**src/rtl/rf_write_arbiter.sv**
```systemverilog
// Round-robin arbiter sharing the register-file write port among NREQ writeback
// requesters, with a registered write stage, $zero discard and a collision counter.
module rf_write_arbiter #(
  parameter int NREQ         = 2,
  parameter int ZERO_DISCARD = 1,
  parameter int CNT_W        = 16
)(
  input  logic                 clk,
  input  logic                 rst_n,
  input  logic [NREQ-1:0]      req_valid,
  input  logic [5*NREQ-1:0]    req_addr,
  input  logic [32*NREQ-1:0]   req_data,
  output logic [NREQ-1:0]      req_ready,
  input  logic                 hold,
  output logic                 rf_we,
  output logic [4:0]           rf_waddr,
  output logic [31:0]          rf_wdata,
  output logic [2:0]           grant_id,
  output logic [CNT_W-1:0]     coll_cnt
);
  localparam int PW = (NREQ > 1) ? $clog2(NREQ) : 1;

  logic [NREQ-1:0][4:0]  addr_a;
  logic [NREQ-1:0][31:0] data_a;
  logic [PW-1:0]         rr_ptr, off, gnt, nxt_ptr;
  logic [PW:0]           sum;
  logic [NREQ-1:0]       rot;
  logic                  gnt_vld, contended;

  assign addr_a = req_addr;
  assign data_a = req_data;

  // Rotate valids so bit 0 is the requester at rr_ptr; lowest set bit is the offset.
  assign rot = NREQ'({req_valid, req_valid} >> rr_ptr);

  always_comb begin
    off = '0;
    for (int k = NREQ-1; k >= 0; k--)
      if (rot[k]) off = PW'(k);
  end

  assign sum     = {1'b0, rr_ptr} + {1'b0, off};
  assign gnt     = (sum >= (PW+1)'(NREQ)) ? PW'(sum - (PW+1)'(NREQ)) : sum[PW-1:0];
  assign nxt_ptr = (gnt == PW'(NREQ-1)) ? '0 : gnt + PW'(1);

  // No grant may be offered while in reset, so nothing can transfer then.
  assign gnt_vld   = rst_n & ~hold & (|req_valid);
  assign req_ready = gnt_vld ? (NREQ'(1) << gnt) : '0;
  assign contended = (req_valid & (req_valid - NREQ'(1))) != '0;

  always_ff @(posedge clk or negedge rst_n) begin
    if (!rst_n) begin
      rf_we    <= 1'b0;
      rf_waddr <= '0;
      rf_wdata <= '0;
      grant_id <= '0;
      rr_ptr   <= '0;
      coll_cnt <= '0;
    end else if (gnt_vld) begin
      rf_we    <= !((ZERO_DISCARD != 0) && (addr_a[gnt] == 5'd0));
      rf_waddr <= addr_a[gnt];
      rf_wdata <= data_a[gnt];
      grant_id <= 3'(gnt);
      rr_ptr   <= nxt_ptr;
      if (contended && (coll_cnt != '1)) coll_cnt <= coll_cnt + CNT_W'(1);
    end else begin
      rf_we <= 1'b0;
    end
  end
endmodule

```
**config.mk**
```make
export PLATFORM = sky130hd
export DESIGN_NAME = rf_write_arbiter
export DESIGN_NICKNAME = d
export VERILOG_FILES = /design/src/rtl/rf_write_arbiter.sv
export SDC_FILE = /design/constraint.sdc
export NUM_CORES = 1
export LEC_CHECK = 0
export CORE_ASPECT_RATIO = 1.25
export CORE_UTILIZATION = 40
export CTS_CLUSTER_DIAMETER = 30
export DETAILED_ROUTE_END_ITERATION = 8
export GPL_TIMING_DRIVEN = 0
export PLACE_DENSITY = 0.87
export SYNTH_ARGS = -nofsm -noshare
export SYNTH_HDL_FRONTEND = slang
export SYNTH_SLANG_ARGS = --single-unit
export TNS_END_PERCENT = 50
```
**constraint.sdc**
```tcl
create_clock -name clk -period 2.2 [get_ports clk]
set_input_delay 0.44 -clock clk [delete_from_list [all_inputs] [get_ports clk]]
set_output_delay 0.44 -clock clk [all_outputs]
set_load 0.02 [all_outputs]
```
### Yosys cells after proc, flatten, opt, wreduce, memory -nomap -nowiden

Cells that the tools add are included.

* flip-flop bits (word level): 56
* latch bits: 0
* memory bits (writable): 0
* ROM bits: 0
* input port bits: 79
* output and inout bits: 59
* memories kept: 0

* add/subtract/negate cells: 5
* multipliers: 0
* div/mod/pow operators: 0
* $lt $le $gt $ge: 2
* equality and inequality tests: 1
* shift operators: 2
* muxes and demuxes: 10
* bitwise logic cells: 4
* reductions and logical operators: 6

Operators with widths (number)
* 32-bit 2-to-1 mux: 2
* 16-bit by 1-bit adder with 16-bit output, second input constant: 1
* 16-bit != test, second input constant: 1
* 5-bit 2-to-1 mux: 2
* 5-bit logical NOT: 1
* 1-bit 2-to-1 mux: 5
* 4-bit by 1-bit >> shifter with 2-bit output: 1
* 1-bit by 1-bit adder with 2-bit output: 1
* 1-bit AND: 2
* 2-bit AND: 1
* 2-bit greater-or-equal comparator, second input constant: 1
* 1-bit by 2-bit less-than comparator with 1-bit output, second input constant: 1
* 2-bit 2-to-1 mux: 1
* 2-bit AND reduction: 1
* 2-bit nonzero test: 1
* 2-bit OR reduction: 1
* 1-bit by 1-bit << shifter with 2-bit output, first input constant: 1
* 2-bit by 1-bit subtractor with 2-bit output, second input constant: 1
* 1-bit adder, second input constant: 1
* 1-bit logical AND: 1
* 1-bit logical NOT: 1
* 1-bit inverter: 1
* 1-bit subtractor, second input constant: 1

### Logic depth before layout (Yosys ltp)

* depth after elaboration: 11
* gate-level depth with buffers: 7
* mapped depth without buffers: 5

### Worst setup path after synthesis

Ideal clock, no wire load.

* path type: register to register
* from: register coll_cnt[0]
* to: register coll_cnt[1]
* library setup time: 125 ps
* arrival: 1621 ps
* setup slack: 454 ps
* cell stages (with the launch flop): 7
* path buffers: 1
* clock period less this slack: 1746 ps
* cells stage by stage: dfrtp_1 -> ha_1 -> and4_4 -> and4bb_1 -> buf_6 -> nor2_4 -> mux2_4

* longest elaborated chain between the ends: 3

RTL lines
* start: declaration: RTL line 19 `output logic [CNT_W-1:0] coll_cnt`
* start signal: assignment: RTL line 65 `if (contended && (coll_cnt != '1)) coll_cnt <= coll_cnt + CNT_W'(1);`
* parallel branches: the longest is 3 deep, another holds 16-bit by 1-bit adder with 16-bit output

Several ways; the timed one is not identified.
A chain may end at the register's enable or synchronous reset.

### Final worst setup path

* from: input hold
* to: output req_ready[0]

* longest elaborated chain between the ends: 4

RTL lines
* start: declaration: RTL line 14 `input logic hold,`
* 1-bit inverter: RTL line 47 `assign gnt_vld = rst_n & ~hold & (|req_valid);`
* 1-bit AND (2 in series): RTL line 47
* 2-bit 2-to-1 mux: RTL line 48 `assign req_ready = gnt_vld ? (NREQ'(1) << gnt) : '0;`
* end: declaration: RTL line 13 `output logic [NREQ-1:0] req_ready,`

Every way passes these cells.

==> results.cfg <==
[pwr]
power.total_w = 0.00293
irDropWorstVdd_mv = 0.353
p_per_area_nw_per_um2 = 696
leakagePower_nw = 1.92

[global_routing]
grt_use_met1_pct = 25.4
met3_usage_pct = 4.57
antenna_found_initial = 0
grt_use_total_pct = 22.5
grt_first_pass_wirelength_um = 11800
grt_max_degree = 33
grt_pass1_vias = 2533
grt_overflow = 0
met2_usage_pct = 41.2
grt.busiest_layer = met2

[drt]
vias_per_cell = 5.17
wl_per_cell_um = 15.0
ant_nets = 0
drt_iter0_drc = 88
wirelength_um = 7270
drcViolationCount = 0
vias = 2506
dr.pass1.iters = 5

[cts]
worstSkewPairLatency_ps = 300
cts.htree.levels = 2
root_buffer = clkbuf_8
numClockSinks = 56
cts_tree = yes
clock_path_buffers = 2
numCtsBuffers = 5
path_clk_slew_ps = 90
post_cts_buffers = 0

[synthesis]
synth_edf_count = 0
synthDistinctLibCells = 39
synthArstFlopShare_pct = 100
seq_area_frac_synth_pct = 53.3
yosys_warnings = 0
synth_top_cell_by_area = dfrtp_1
synth_top_cells_by_count = nand2_1 (78), dfrtp_1 (56), a32oi_1 (32)
yosysMostFrequentCell = nand2_1
ys.flop_type = dfrtp_1
avgSynthCellArea_um2 = 10.2
synthTopCellsByArea = dfrtp_1 (53%), nand2_1 (11%), a32oi_1 (11%), xor2_1 (4.7%), mux2i_1 (1.9%)
synthesis.area_um2 = 2630
synth_top_area_share_pct = 53.3
ys_seq_elements = 56
synth_cells = 258

[worst_setup_path]
cp.arrival_ps = 1710
reg2regPathDepth = 6
timing.rr.start = coll_cnt[0]$_DFFE_PN0P_
crit_family = buffers and inverters
critPathMaxFanout = 16
cpMaxStageDelayCell = clkdlybuf4s50_1
endpoint_kind = primary output
worstPathRequired_ps = 1760
r2r_slack_ps = 450
worstSetupPathType = input port to primary output
worstSetupStartpointType = input port
path_cells = clkdlybuf4s50_1 -> and2b_2 -> and3_1 -> buf_6 -> buf_2
slowest_delay_ps = 490
path_buf_inv = 3
r2r_end = coll_cnt[1]$_DFFE_PN0P_

[min_path]
hold_path.class = input port to asynchronous set/reset pin

[layout]
synthToLayoutAreaGrowth_pct = 60.0
antenna_cells = 0
layout-drive-gt1-share_pct = 7.25
final_util_pct = 67.4
final_nets = 480

[timing]
min_period_ps = 2150
finalHoldViolCount = 0
hold_ws_ps = 49.0
max_slew_margin_pct = 62.8
fmax_mhz = 466
tightestPinTransition_ps = 554
rsz0062_at_grt = no
slew_viol_final = 0
clock_skew_ps = 5.40
finalSetupViolCount = 0
layout_setup_ws_ps = 54.1
final.period_utilization_pct = 97.5
setup_tns_ps = 0

[placed_design]
hpwl_um = 5640
port_buffers = 134
dp_slack_ps = -981
globalplace.congestion = 0.909

[floorplanning]
fp.dieH_um = 92.7
core-area_um2 = 6250
ioPinCount = 138
dieArea_um2 = 6910
num_rows = 32
start_util_pct = 42.1
die_w_um = 74.5

[run]
cap_violations = 0

[status]
status = finished clean
[what timing repair did]
item / CTS / global route
setup endpoints to repair: 5 / 0
resized for setup: 19 / 0
hold endpoints to repair: 26 / 0
hold buffers: 1 / 0
[through the flow]
step           area (um2)  std cells
4_1_cts              4210        485
3_3_place_gp         4080        478
2_1_floorplan        2640        259
3_5_place_dp         4100        479
6_report             4210        485
5_1_grt              4210        485
[worst register-to-register path, cell delays in order (launching register included)]
cell      delay [ps]
dfrtp_1          430
ha_1             250
and4_4           200
and4bb_1         210
buf_6            150
nor2_4           110
mux2_4           300
[report_power, final]
part	total (W)	switching (W)	leakage (nW)	internal (W)
Combinational	0.00107	0.000525	1.16	0.000546
Sequential	0.00133	0.000131	0.716	0.00120
Clock	0.000525	0.000308	0.0410	0.000217
[how the worst max path moves through the flow]
stage                              endpoint  slack, ps  cells past startpoint                    start
floorplan           coll_cnt[1]$_DFFE_PN0P_        450                      6  coll_cnt[0]$_DFFE_PN0P_
global placement               req_ready[0]      -2570                      6                    rst_n
detailed placement             req_ready[0]       -980                      7                    rst_n
CTS                            req_ready[0]         60                      5                     hold
global route                   req_ready[0]         10                      5                     hold
finish                         req_ready[0]         50                      5                     hold
[state kept, by name, indices dropped and copies added (netlist names)]
name,count
rf_waddr,5
rf_we,1
rr_ptr,1
coll_cnt,16
rf_wdata,32
grant_id,1
[cells in the final DEF, fill, tap and decap left out, types with 5 or more instances in the layout]
| master | n |
|---|---|
| clkdlybuf4s50_1 | 130 |
| xor2_1 | 14 |
| nor3_1 | 6 |
| dfrtp_1 | 56 |
| nand2_1 | 78 |
| o21ai_0 | 5 |
| and3_1 | 5 |
| buf_2 | 6 |
| a32oi_1 | 32 |
| clkbuf_8 | 5 |
| clkbuf_1 | 10 |
| mux2i_1 | 5 |
[per-layer routing]
layer,vias up,wire [um]
li1,1201,-
met1,1199,2810
met2,99,3970
met3,7,420
met4,0,74
met5,-,0
[kinds of logic (layout without fill, tap and decap cells)]
family          after synthesis  after routing  share of synthesized area (%)
simple gates                114            114                           20.9
flops                        56             56                           53.3
compound gates               43             43                           13.4
buf+inv                      21            162                           3.99
xor+xnor                     15             15                           4.99
mux                           6              6                           2.47
fa+ha+maj                     2              2                          0.903
other cells                   1              2                          0.143
[cell type report]
type | instances | area [um2]
fill | 518 | 2040
sequential | 56 | 1400
timing repair buffer | 136 | 1380
multi-input combinational | 182 | 1140
tap | 85 | 106
buffer | 18 | 98.8
clock buffer | 6 | 72.6
clock inverter | 1 | 5.00
inverter | 1 | 3.75
Power figures use the tool's default switching activity.
